--- config.mk ---
export PLATFORM = sky130hd
export DESIGN_NAME = uart_tx_frame
export DESIGN_NICKNAME = d
export VERILOG_FILES = /design/src/rtl/uart_tx_frame.sv
export SDC_FILE = /design/constraint.sdc
export NUM_CORES = 1
export LEC_CHECK = 0
export ABC_AREA = 1
export CAP_MARGIN = 30
export CORE_MARGIN = 2
export CORE_UTILIZATION = 45
export CTS_BUF_LIST = sky130_fd_sc_hd__clkbuf_2
export CTS_CLUSTER_SIZE = 24
export DETAILED_ROUTE_END_ITERATION = 6
export GPL_ROUTABILITY_DRIVEN = 0
export GPL_TIMING_DRIVEN = 0
export PLACE_DENSITY = 0.66
export SYNTH_ARGS = -nofsm -noshare
export SYNTH_HDL_FRONTEND = slang
export SYNTH_SLANG_ARGS = --single-unit
--- constraint.sdc ---
create_clock -name clk -period 4.1 [get_ports clk]
set_clock_uncertainty 0.1 [all_clocks]
set_input_delay 0.82 -clock clk [delete_from_list [all_inputs] [get_ports clk]]
set_output_delay 0.82 -clock clk [all_outputs]
set_load 0.005 [all_outputs]
--- src/rtl/uart_tx_frame.sv ---
// UART transmitter: serialises a byte as start bit, LSB-first data bits,
// optional parity bit and one stop bit, each held for Prescale clocks.
// TX_OUT and busy are registered, so neither has a combinational input path.
module uart_tx_frame #(
  parameter int DATA_WIDTH     = 8,
  parameter int PRESCALE_WIDTH = 6
) (
  input  logic                      clk,
  input  logic                      rst,
  input  logic [DATA_WIDTH-1:0]     P_DATA,
  input  logic                      Data_Valid,
  input  logic                      PAR_EN,
  input  logic                      PAR_TYP,
  input  logic [PRESCALE_WIDTH-1:0] Prescale,
  output logic                      TX_OUT,
  output logic                      busy
);

  localparam int IDX_W = (DATA_WIDTH > 1) ? $clog2(DATA_WIDTH) : 1;
  localparam logic [IDX_W-1:0]          LAST_IDX = IDX_W'(DATA_WIDTH - 1);
  localparam logic [IDX_W-1:0]          IDX_ONE  = IDX_W'(1);
  localparam logic [PRESCALE_WIDTH-1:0] CNT_ONE  = PRESCALE_WIDTH'(1);
  localparam logic [PRESCALE_WIDTH-1:0] MIN_P    = PRESCALE_WIDTH'(4);

  typedef enum logic [2:0] {
    IDLE   = 3'd0,
    START  = 3'd1,
    DATA   = 3'd2,
    PARITY = 3'd3,
    STOP   = 3'd4
  } state_t;

  state_t                    state, state_nxt;
  logic [PRESCALE_WIDTH-1:0] cnt, cnt_nxt;
  logic [IDX_W-1:0]          idx, idx_nxt;
  logic [PRESCALE_WIDTH-1:0] presc_q;
  logic [DATA_WIDTH-1:0]     data_q;
  logic                      par_en_q;
  logic                      par_typ_q;
  logic                      accept;
  logic                      bit_done;
  logic                      tx_nxt;
  logic                      busy_nxt;

  // Parity of the latched byte; odd parity is the inverted even result.
  function automatic logic parity_bit(input logic [DATA_WIDTH-1:0] d,
                                      input logic odd);
    return (^d) ^ odd;
  endfunction

  // Last clock of the current bit period.
  assign bit_done = (cnt == (presc_q - CNT_ONE));

  // State register.
  always_ff @(posedge clk or negedge rst) begin
    if (!rst) state <= IDLE;
    else      state <= state_nxt;
  end

  // Next-state, bit counters and the value the line takes next cycle.
  always_comb begin
    state_nxt = state;
    cnt_nxt   = cnt;
    idx_nxt   = idx;
    accept    = 1'b0;
    case (state)
      IDLE: begin
        if (Data_Valid) begin
          accept    = 1'b1;
          state_nxt = START;
          cnt_nxt   = '0;
          idx_nxt   = '0;
        end
      end
      START: begin
        if (bit_done) begin
          state_nxt = DATA;
          cnt_nxt   = '0;
          idx_nxt   = '0;
        end else begin
          cnt_nxt = cnt + CNT_ONE;
        end
      end
      DATA: begin
        if (bit_done) begin
          cnt_nxt = '0;
          if (idx == LAST_IDX) begin
            idx_nxt   = '0;
            state_nxt = par_en_q ? PARITY : STOP;
          end else begin
            idx_nxt = idx + IDX_ONE;
          end
        end else begin
          cnt_nxt = cnt + CNT_ONE;
        end
      end
      PARITY: begin
        if (bit_done) begin
          state_nxt = STOP;
          cnt_nxt   = '0;
        end else begin
          cnt_nxt = cnt + CNT_ONE;
        end
      end
      STOP: begin
        if (bit_done) begin
          state_nxt = IDLE;
          cnt_nxt   = '0;
        end else begin
          cnt_nxt = cnt + CNT_ONE;
        end
      end
      default: begin
        state_nxt = IDLE;
        cnt_nxt   = '0;
        idx_nxt   = '0;
      end
    endcase

    // The data/parity bits are only reached after the shadow regs are loaded.
    case (state_nxt)
      START:   tx_nxt = 1'b0;
      DATA:    tx_nxt = data_q[idx_nxt];
      PARITY:  tx_nxt = parity_bit(data_q, par_typ_q);
      default: tx_nxt = 1'b1;
    endcase
    busy_nxt = (state_nxt != IDLE);
  end

  // Bit timing counters and registered line/busy outputs.
  always_ff @(posedge clk or negedge rst) begin
    if (!rst) begin
      cnt    <= '0;
      idx    <= '0;
      TX_OUT <= 1'b1;
      busy   <= 1'b0;
    end else begin
      cnt    <= cnt_nxt;
      idx    <= idx_nxt;
      TX_OUT <= tx_nxt;
      busy   <= busy_nxt;
    end
  end

  // Shadow copies of the request, frozen for the whole frame.
  always_ff @(posedge clk or negedge rst) begin
    if (!rst) begin
      data_q    <= '0;
      par_en_q  <= 1'b0;
      par_typ_q <= 1'b0;
      presc_q   <= '0;
    end else if (accept) begin
      data_q    <= P_DATA;
      par_en_q  <= PAR_EN;
      par_typ_q <= PAR_TYP;
      presc_q   <= (Prescale < MIN_P) ? MIN_P : Prescale;
    end
  end

endmodule
==> qor.tcl, run 1 <==
set qor(drt-wirelength-per-cell_um) 11.1
set qor(slew_viol_final) 0
set qor(internal-power_mw) 0.416
set qor(outcome) {completed}
set qor(mappedNetlistArea_sq_um) 1880
set qor(grt_overflow_total) 0
set qor(global_route.peak_usage_layer) {met2}
set qor(clock_tree.htree_level_count) 2
set qor(initial_core_util) 0.470
set qor(ys_seq_area_frac) 0.400
set qor(part_of_the_power_in_combinational_logic) 0.050
set qor(cts.root.buffer_cell) {clkbuf_2}
set qor(vias_in_the_first_global_route) 1452
set qor(maximum_number_of_pins_on_one_net_before_global_route_repair) 19
set qor(dr_total_vias) 1598
set qor(synthesis.nets) 273
set qor(final_period_util) 0.582
set qor(leakagePower_nw) 1.08
set qor(timing.critical_path.required_ns) 4.26
set qor(clock-sinks) 30
set qor(netlist.top_cell.by_area) {dfrtp_1}
set qor(hpwlAfterDp_um) 2880
set qor(port_bufs) 20
set qor(number_of_detailed_route_iterations_in_the_first_pass) 4
set qor(cp-start-kind) {register}
set qor(fin_nets) 301
set qor(critPathMaxFanout) 10
set qor(synth_warnings) 0
set qor(path_buf_inv) 5
set qor(synthDistinctLibCells) 32
set qor(critPathSlowestCell) {dfrtp_1}
set qor(syn_area_per_cell_sq_um) 7.52
set qor(worst_skew_pair.late_latency_ns) 0.38
set qor(syn2layout_area_growth_pct) 19.2
set qor(routed_wire_length_um) 3660
set qor(hold_buffers_post_cts) 0
set qor(drv.max_cap_violation_count) 0
set qor(post_synth_main_area_contributors) {dfrtp_1 39%, nand2_1 14%, inv_1 6.6%, nand3_1 6.1%, xnor2_1 5.1%}
set qor(cp_cell_sequence) {inv_2 > ha_1 > inv_1 > nand2_1 > nand3_1 > nand2_1 > nand2_1 > nor2_2 > nand3_2 > buf_6 > inv_2 > nor2_1 > nor2_2 > inv_2 > nor2_1 > o211ai_1}
set qor(share_seq_of_total_power) 0.547
set qor(die_h_um) 68.6
set qor(die_footprint_sq_um) 4710
set qor(power.switching_mw) 0.125
set qor(groute.layer.met1.usage) 0.260
set qor(routed_via_density) 4.86
set qor(drc) 0
set qor(max_transition_margin) 0.513
set qor(core_region_area_sq_um) 4000
set qor(post_synth_inst_count) 250
set qor(cts.reportedPaths.clkPinSlew_ns) 0.18
set qor(num_antenna_cells) 0
set qor(fmax_mhz) 419
set qor(cts_setup_buffers) 0
set qor(max_ir_drop_vdd_v) 0.000220
set qor(detail_route.iter0.violations) 152
set qor(power_switching_share) 0.231
set qor(final_worst_slack_ns) 1.72
set qor(synth_seq_cells) 30
set qor(cp_slowest_stage_delay_ns) 0.46
set qor(grt_antenna_before_repair) 0
set qor(dpl_worst_slack_ns) 1.53
set qor(worst_setup_path_end_kind) {register}
set qor(grt_pass1_wl_um) 6540
set qor(route.antenna.remaining_nets) 0
set qor(groute.layer.met2.usage) 0.287
set qor(worst_slew_pin_slew_ns) 0.729
set qor(post_route_cells_drive_above_1_share) 0.115
set qor(timing.critical_path.max_delay_family) {simple AND/OR/NAND/NOR gates}
set qor(tritoncts.num_buffers) 5
set qor(rsz0062_at_grt) {false}
set qor(synth_largest_type_area_fraction) 0.386
set qor(commonest_non_fill_non_tap_cell_in_the_layout) {nand2_1}
set qor(worst-endpoint-arrival_ns) 2.55
set qor(clock_path_buffers) 2
set qor(setup_tns_final_ns) 0
set qor(io-pin-count) 21
set qor(cts.repair.resized) 0
set qor(highest_count_cells_in_the_layout_ignoring_fill_and_taps) {68 x nand2_1, 33 x inv_1, 29 x dfrtp_1, 23 x nand3_1}
set qor(finalHoldViolations) 0
set qor(timing.final.setup_violations) 0
set qor(hold_path_class) {reg2reg}
set qor(groute.usage.overall) 0.188
set qor(path_class) {reg2reg}
set qor(power_density_nw_per_um2) 242
set qor(num_rows) 23
set qor(die_width_um) 68.6
set qor(final.min_clock_period_ns) 2.38
set qor(met3_usage) 0.0487
set qor(tritoncts) {built}
set qor(clock_power_share) 0.403
## flip-flops by register name, indices dropped and copies added, names as in the netlist
| signal | flops |
|---|---|
| state | 3 |
| busy | 1 |
| data_q | 8 |
| idx | 3 |
| par_typ_q | 1 |
| par_en_q | 1 |
| cnt | 6 |
| TX_OUT | 1 |
| presc_q | 6 |
## per-layer routing
metal | wire length (um) | vias to the layer above
met2 | 1650 | 33
li1 | - | 848
met1 | 1800 | 710
met3 | 156 | 7
met4 | 51 | 0
met5 | 0 | -
## Yosys cell counts (all sizes together)
library cell and count:
nand3 27, clkbuf 2, xor2 4, nand2 72, clkinv 1, or2 1
o21ai 17, nand3b 3, o211ai 2, nor2 25, nor3 3, inv 38
a211oi 1, dfstp 1, nor4 1, o31ai 3, dfrtp 29, xnor2 11
o22ai 3, a21oi 1, buf 1, ha 4
## final cells by class
cell class                 count  area, sq um
fill                         412         1760
multi-input combinational    178          962
sequential                    30          752
timing repair buffer          21          228
inverter                      39          146
tap                           50         62.6
clock inverter                 3         45.0
clock buffer                   5         25.0
buffer                         3         18.8
## worst paths after layout
path / endpoint / cells after the start / start / slack, ns
max in group asynchronous: TX_OUT$_DFF_PN1_ / 2 / rst / 2.52
setup / recovery: busy$_DFF_PN0_ / 16 / presc_q[0]$_DFFE_PN0P_ / 1.72
hold / removal: par_typ_q$_DFFE_PN0P_ / 2 / par_typ_q$_DFFE_PN0P_ / 0.44
setup reg to reg: busy$_DFF_PN0_ / 16 / presc_q[0]$_DFFE_PN0P_ / 1.72
hold reg to reg: par_typ_q$_DFFE_PN0P_ / 2 / par_typ_q$_DFFE_PN0P_ / 0.44
min in group asynchronous: presc_q[4]$_DFFE_PN0P_ / 1 / rst / 0.74
## power by group through the flow
stage	logic, mW	clock network (mW)	registers (mW)
floorplan	0.000623	0	0.302
global placement	0.0244	0	0.302
detailed placement	0.0277	0	0.301
CTS	0.0277	0.219	0.296
global route	0.0300	0.238	0.296
finish	0.0271	0.218	0.296
## worst register-to-register path, delay by kind of cell (launching register included)
kind | cells | cell delay (ns)
DFF | 1 | 0.46
adders and majority gates | 1 | 0.22
buffers and inverters | 5 | 0.50
and+or+nand+nor | 9 | 0.89
AOI/OAI and AO/OA | 1 | 0.11
## through the flow
step	cell area, sq um	util	total power, mW	hold WS [ns]	std cells
after floorplan	1880	-	0.302	0.368	250
after global placement	2140	0.536	0.326	0.403	320
after detailed placement	2170	0.542	0.329	0.398	321
after CTS	2240	0.560	0.543	0.441	329
after global routing	2240	0.560	0.565	0.468	329
final	2240	0.560	0.542	0.435	329
## cells by family (layout without fill, tap and decap cells)
kind of cell / count (synthesis) / after routing / synth area share
AO/OA/AOI/OAI: 27 / 27 / 0.0846
flip-flops: 30 / 30 / 0.400
adder cells (fa/ha/maj): 4 / 4 / 0.0266
AND/OR/NAND/NOR: 132 / 132 / 0.331
XOR/XNOR: 15 / 15 / 0.0699
buffers and inverters: 42 / 71 / 0.0879
(Power assumes the default switching activity.)
==> run 2, diff against run 1 <==
- PLACE_DENSITY: 0.66 -> 0.69
- clock period: 4.1 -> 2.1 ns (I/O delays scaled with it)
==> run 2 against run 1 <==
Compared with the run above: the flow now finishes with violations (negative setup slack); combinational power increased by 95%; hold slack got worse by 0.13 ns; sequential power increased by 95%; non-clock buffer count increased by 9; die area unchanged; clock power increased by 94%; core utilization increased by 4.6 points; worst setup slack got worse by 1.9 ns; global-route usage increased by 1.0 points; largest cell class unchanged.
==> qor.tcl, run 2 (synthesized netlist as in run 1, its figures left out) <==
set qor(commonest_non_fill_non_tap_cell_in_the_layout) {nand2_1}
set qor(finalHoldViolations) 0 ;# unchanged
set qor(worst-endpoint-arrival_ns) 2.48 ;# -0.07 ns
set qor(wl_met1_um) 1850 ;# +2.4%
set qor(drc) 0 ;# unchanged
set qor(failed_checks) {negative setup slack}
set qor(final_period_util) 1.07 ;# +0.487
set qor(timing.critical_path.max_delay_family) {simple AND/OR/NAND/NOR gates}
set qor(worst_skew_pair.late_latency_ns) 0.39 ;# about the same
set qor(final_worst_slack_ns) -0.144 ;# -1.86 ns
set qor(drv.max_cap_violation_count) 0 ;# unchanged
set qor(placedInstanceArea_sq_um) 2180 ;# +0.58%
set qor(cp_cell_sequence) {inv_2 > ha_4 > inv_2 > nand2_2 > nand2_2 > nor2_4 > nand2_2 > nor2_2 > nand3_2 > buf_6 > or2_1 > o211ai_2 > nand2_2 > nand3b_4 > nand3_2 > nand2_1}
set qor(rr_startpoint) {presc_q[0]$_DFFE_PN0P_}
set qor(critPathMaxFanout) 5 ;# -5
set qor(port_bufs) 20 ;# unchanged
set qor(max_ir_drop_vdd_v) 0.000326 ;# +49%
set qor(grt_overflow_total) 0 ;# unchanged
set qor(clock-sinks) 30 ;# unchanged
set qor(vias_in_the_first_global_route) 1539 ;# +6.0%
set qor(worst_setup_path_end_kind) {register}
set qor(power_density_nw_per_um2) 435 ;# +80%
set qor(worst_slew_pin_slew_ns) 0.629 ;# -0.100 ns
set qor(rsz0062_at_grt) {true}
set qor(tritoncts) {built}
set qor(critPathSlowestCell) {dfrtp_1}
set qor(worst_path_most_repeated_cell) {nand2_2}
set qor(dr_total_vias) 1653 ;# +3.4%
set qor(num_rows) 23 ;# unchanged
set qor(max_flop_register) {data_q}
set qor(max_transition_margin) 0.580 ;# +0.0669
set qor(reg2reg_setup_slack_ns) -0.14 ;# -1.86 ns
set qor(num_antenna_cells) 0 ;# unchanged
set qor(cp-start-kind) {register}
set qor(die_h_um) 68.6 ;# unchanged
set qor(syn2layout_area_growth_pct) 28.9
set qor(initial_core_util) 0.470 ;# unchanged
set qor(leakagePower_nw) 1.15 ;# +7.2%
set qor(slew_viol_final) 0 ;# unchanged
set qor(largest_register_ffs) 8 ;# unchanged
set qor(post_route_cells_drive_above_1_share) 0.226 ;# +0.111
set qor(outcome) {finished with violations}
set qor(final.min_clock_period_ns) 2.24 ;# -0.140 ns
set qor(grt_pass1_wl_um) 6800 ;# +4.0%
set qor(fin_nets) 310 ;# +3.0%
set qor(route.antenna.remaining_nets) 0 ;# unchanged
set qor(routed_wire_length_um) 3880 ;# +6.1%
set qor(hold_path_class) {in2async}
set qor(fin_area_sq_um) 2420 ;# +8.2%
set qor(largest_registers) {data_q (8), cnt (6), presc_q (6)}
set qor(clock_path_buffers) 2 ;# unchanged
set qor(die_width_um) 68.6 ;# unchanged
set qor(rr_worst_depth) 16 ;# unchanged
set qor(number_of_detailed_route_iterations_in_the_first_pass) 4 ;# unchanged
set qor(drt-wirelength-per-cell_um) 11.5 ;# +3.3%
set qor(detail_route.iter0.violations) 54 ;# -64%
set qor(die_footprint_sq_um) 4710 ;# unchanged
set qor(met3_length_um) 149 ;# -4.5%
set qor(endpoint_of_the_worst_slack_reg_to_reg_timing_path) {TX_OUT$_DFF_PN1_}
set qor(grt_antenna_before_repair) 0 ;# unchanged
set qor(detailroute.wirelength.met2_um) 1820 ;# +10%
set qor(hold_buffers_post_cts) 0 ;# unchanged
set qor(cts.reportedPaths.clkPinSlew_ns) 0.17 ;# about the same
set qor(fmax_mhz) 446 ;# +6.3%
set qor(maximum_number_of_pins_on_one_net_before_global_route_repair) 21 ;# +2
set qor(timing.final.setup_violations) 2 ;# +2
set qor(cp_slowest_stage_delay_ns) 0.41 ;# -0.05 ns
set qor(hpwlAfterDp_um) 2850 ;# -0.80%
set qor(clock_tree.htree_level_count) 2 ;# unchanged
set qor(tritoncts.num_buffers) 5 ;# unchanged
set qor(highest_count_cells_in_the_layout_ignoring_fill_and_taps) {62 x nand2_1, 30 x inv_1, 29 x dfrtp_1, 20 x clkdlybuf4s50_1}
set qor(maxUsedRoutingLayer) {met4}
set qor(core_region_area_sq_um) 4000 ;# unchanged
set qor(path_buf_inv) 3 ;# -2
set qor(setup_tns_final_ns) -0.239 ;# -0.239 ns
set qor(routed_via_density) 4.89 ;# +0.69%
set qor(cts.root.buffer_cell) {clkbuf_2}
set qor(timing.critical_path.required_ns) 2.33 ;# -1.93 ns
set qor(groute.usage.overall) 0.199 ;# +0.0103
set qor(path_class) {reg2reg}
set qor(io-pin-count) 21 ;# unchanged
-- run 2: layout make-up --
| type | instances | area, sq um |
|---|---|---|
| well taps | 50 | 62.6 |
| repair buffers | 30 | 293 |
| flip-flops and latches | 30 | 752 |
| inverters | 39 | 151 |
| plain buffers | 3 | 21.3 |
| clock inverters | 3 | 45.0 |
| multi-input cells | 178 | 1070 |
| fillers | 344 | 1580 |
| clock buffers | 5 | 25.0 |
-- run 2: metrics by stage --
step / setup WS [ns] / hold WS [ns] / power, mW / std cells / util
floorplan: 0.0199 / 0.0244 / 0.590 / 250 / -
CTS: -0.0663 / 0.313 / 1.06 / 334 / 0.577
detailed placement: -0.236 / 0.408 / 0.643 / 321 / 0.546
global route: -0.297 / 0.328 / 1.10 / 338 / 0.606
finish: -0.144 / 0.305 / 1.05 / 338 / 0.606
global placement: -0.202 / 0.405 / 0.636 / 320 / 0.539
-- run 2: worst reg2reg max path, stage by stage, from the launching register on --
cell and delay, ns:
dfrtp_1 0.41, inv_2 0.06, ha_4 0.27, inv_2 0.03, nand2_2 0.05, nand2_2 0.06
nor2_4 0.13, nand2_2 0.06, nor2_2 0.11, nand3_2 0.11, buf_6 0.16, or2_1 0.21
o211ai_2 0.07, nand2_2 0.10, nand3b_4 0.16, nand3_2 0.05, nand2_1 0.05
-- run 2: how the worst max path moves through the flow --
stage                                       from          endpoint  slack (ns)  cells past startpoint
final                     presc_q[0]$_DFFE_PN0P_  TX_OUT$_DFF_PN1_       -0.14                     16
after global routing      presc_q[0]$_DFFE_PN0P_  TX_OUT$_DFF_PN1_       -0.30                     18
after CTS                 presc_q[0]$_DFFE_PN0P_  TX_OUT$_DFF_PN1_       -0.07                     16
after detailed placement  presc_q[0]$_DFFE_PN0P_  TX_OUT$_DFF_PN1_       -0.24                     18
after global placement    presc_q[0]$_DFFE_PN0P_    busy$_DFF_PN0_       -0.20                     16
after floorplan           presc_q[0]$_DFFE_PN0P_  TX_OUT$_DFF_PN1_        0.02                     16
-- run 2: per-layer routing --
metal / GRT usage / up-vias
met5: 0 / -
met1: 0.254 / 752
met3: 0.0568 / 8
li1: - / 866
met4: 0.0775 / 0
met2: 0.316 / 27
-- run 2: where the power goes --
group | switching, mW | internal [mW]
Clock | 0.223 | 0.200
Sequential | 0 | 0.578
Combinational | 0.0182 | 0.0346
Total | 0.241 | 0.813
-- run 2: timing repair --
item / CTS / global route
resized for setup: 7 / 28
pin swaps: 9 / 13
endpoints found under the hold margin: 0 / 0
buffers inserted: 4 / 4
endpoints found under the setup margin: 2 / 24
gates cloned: 1 / 0
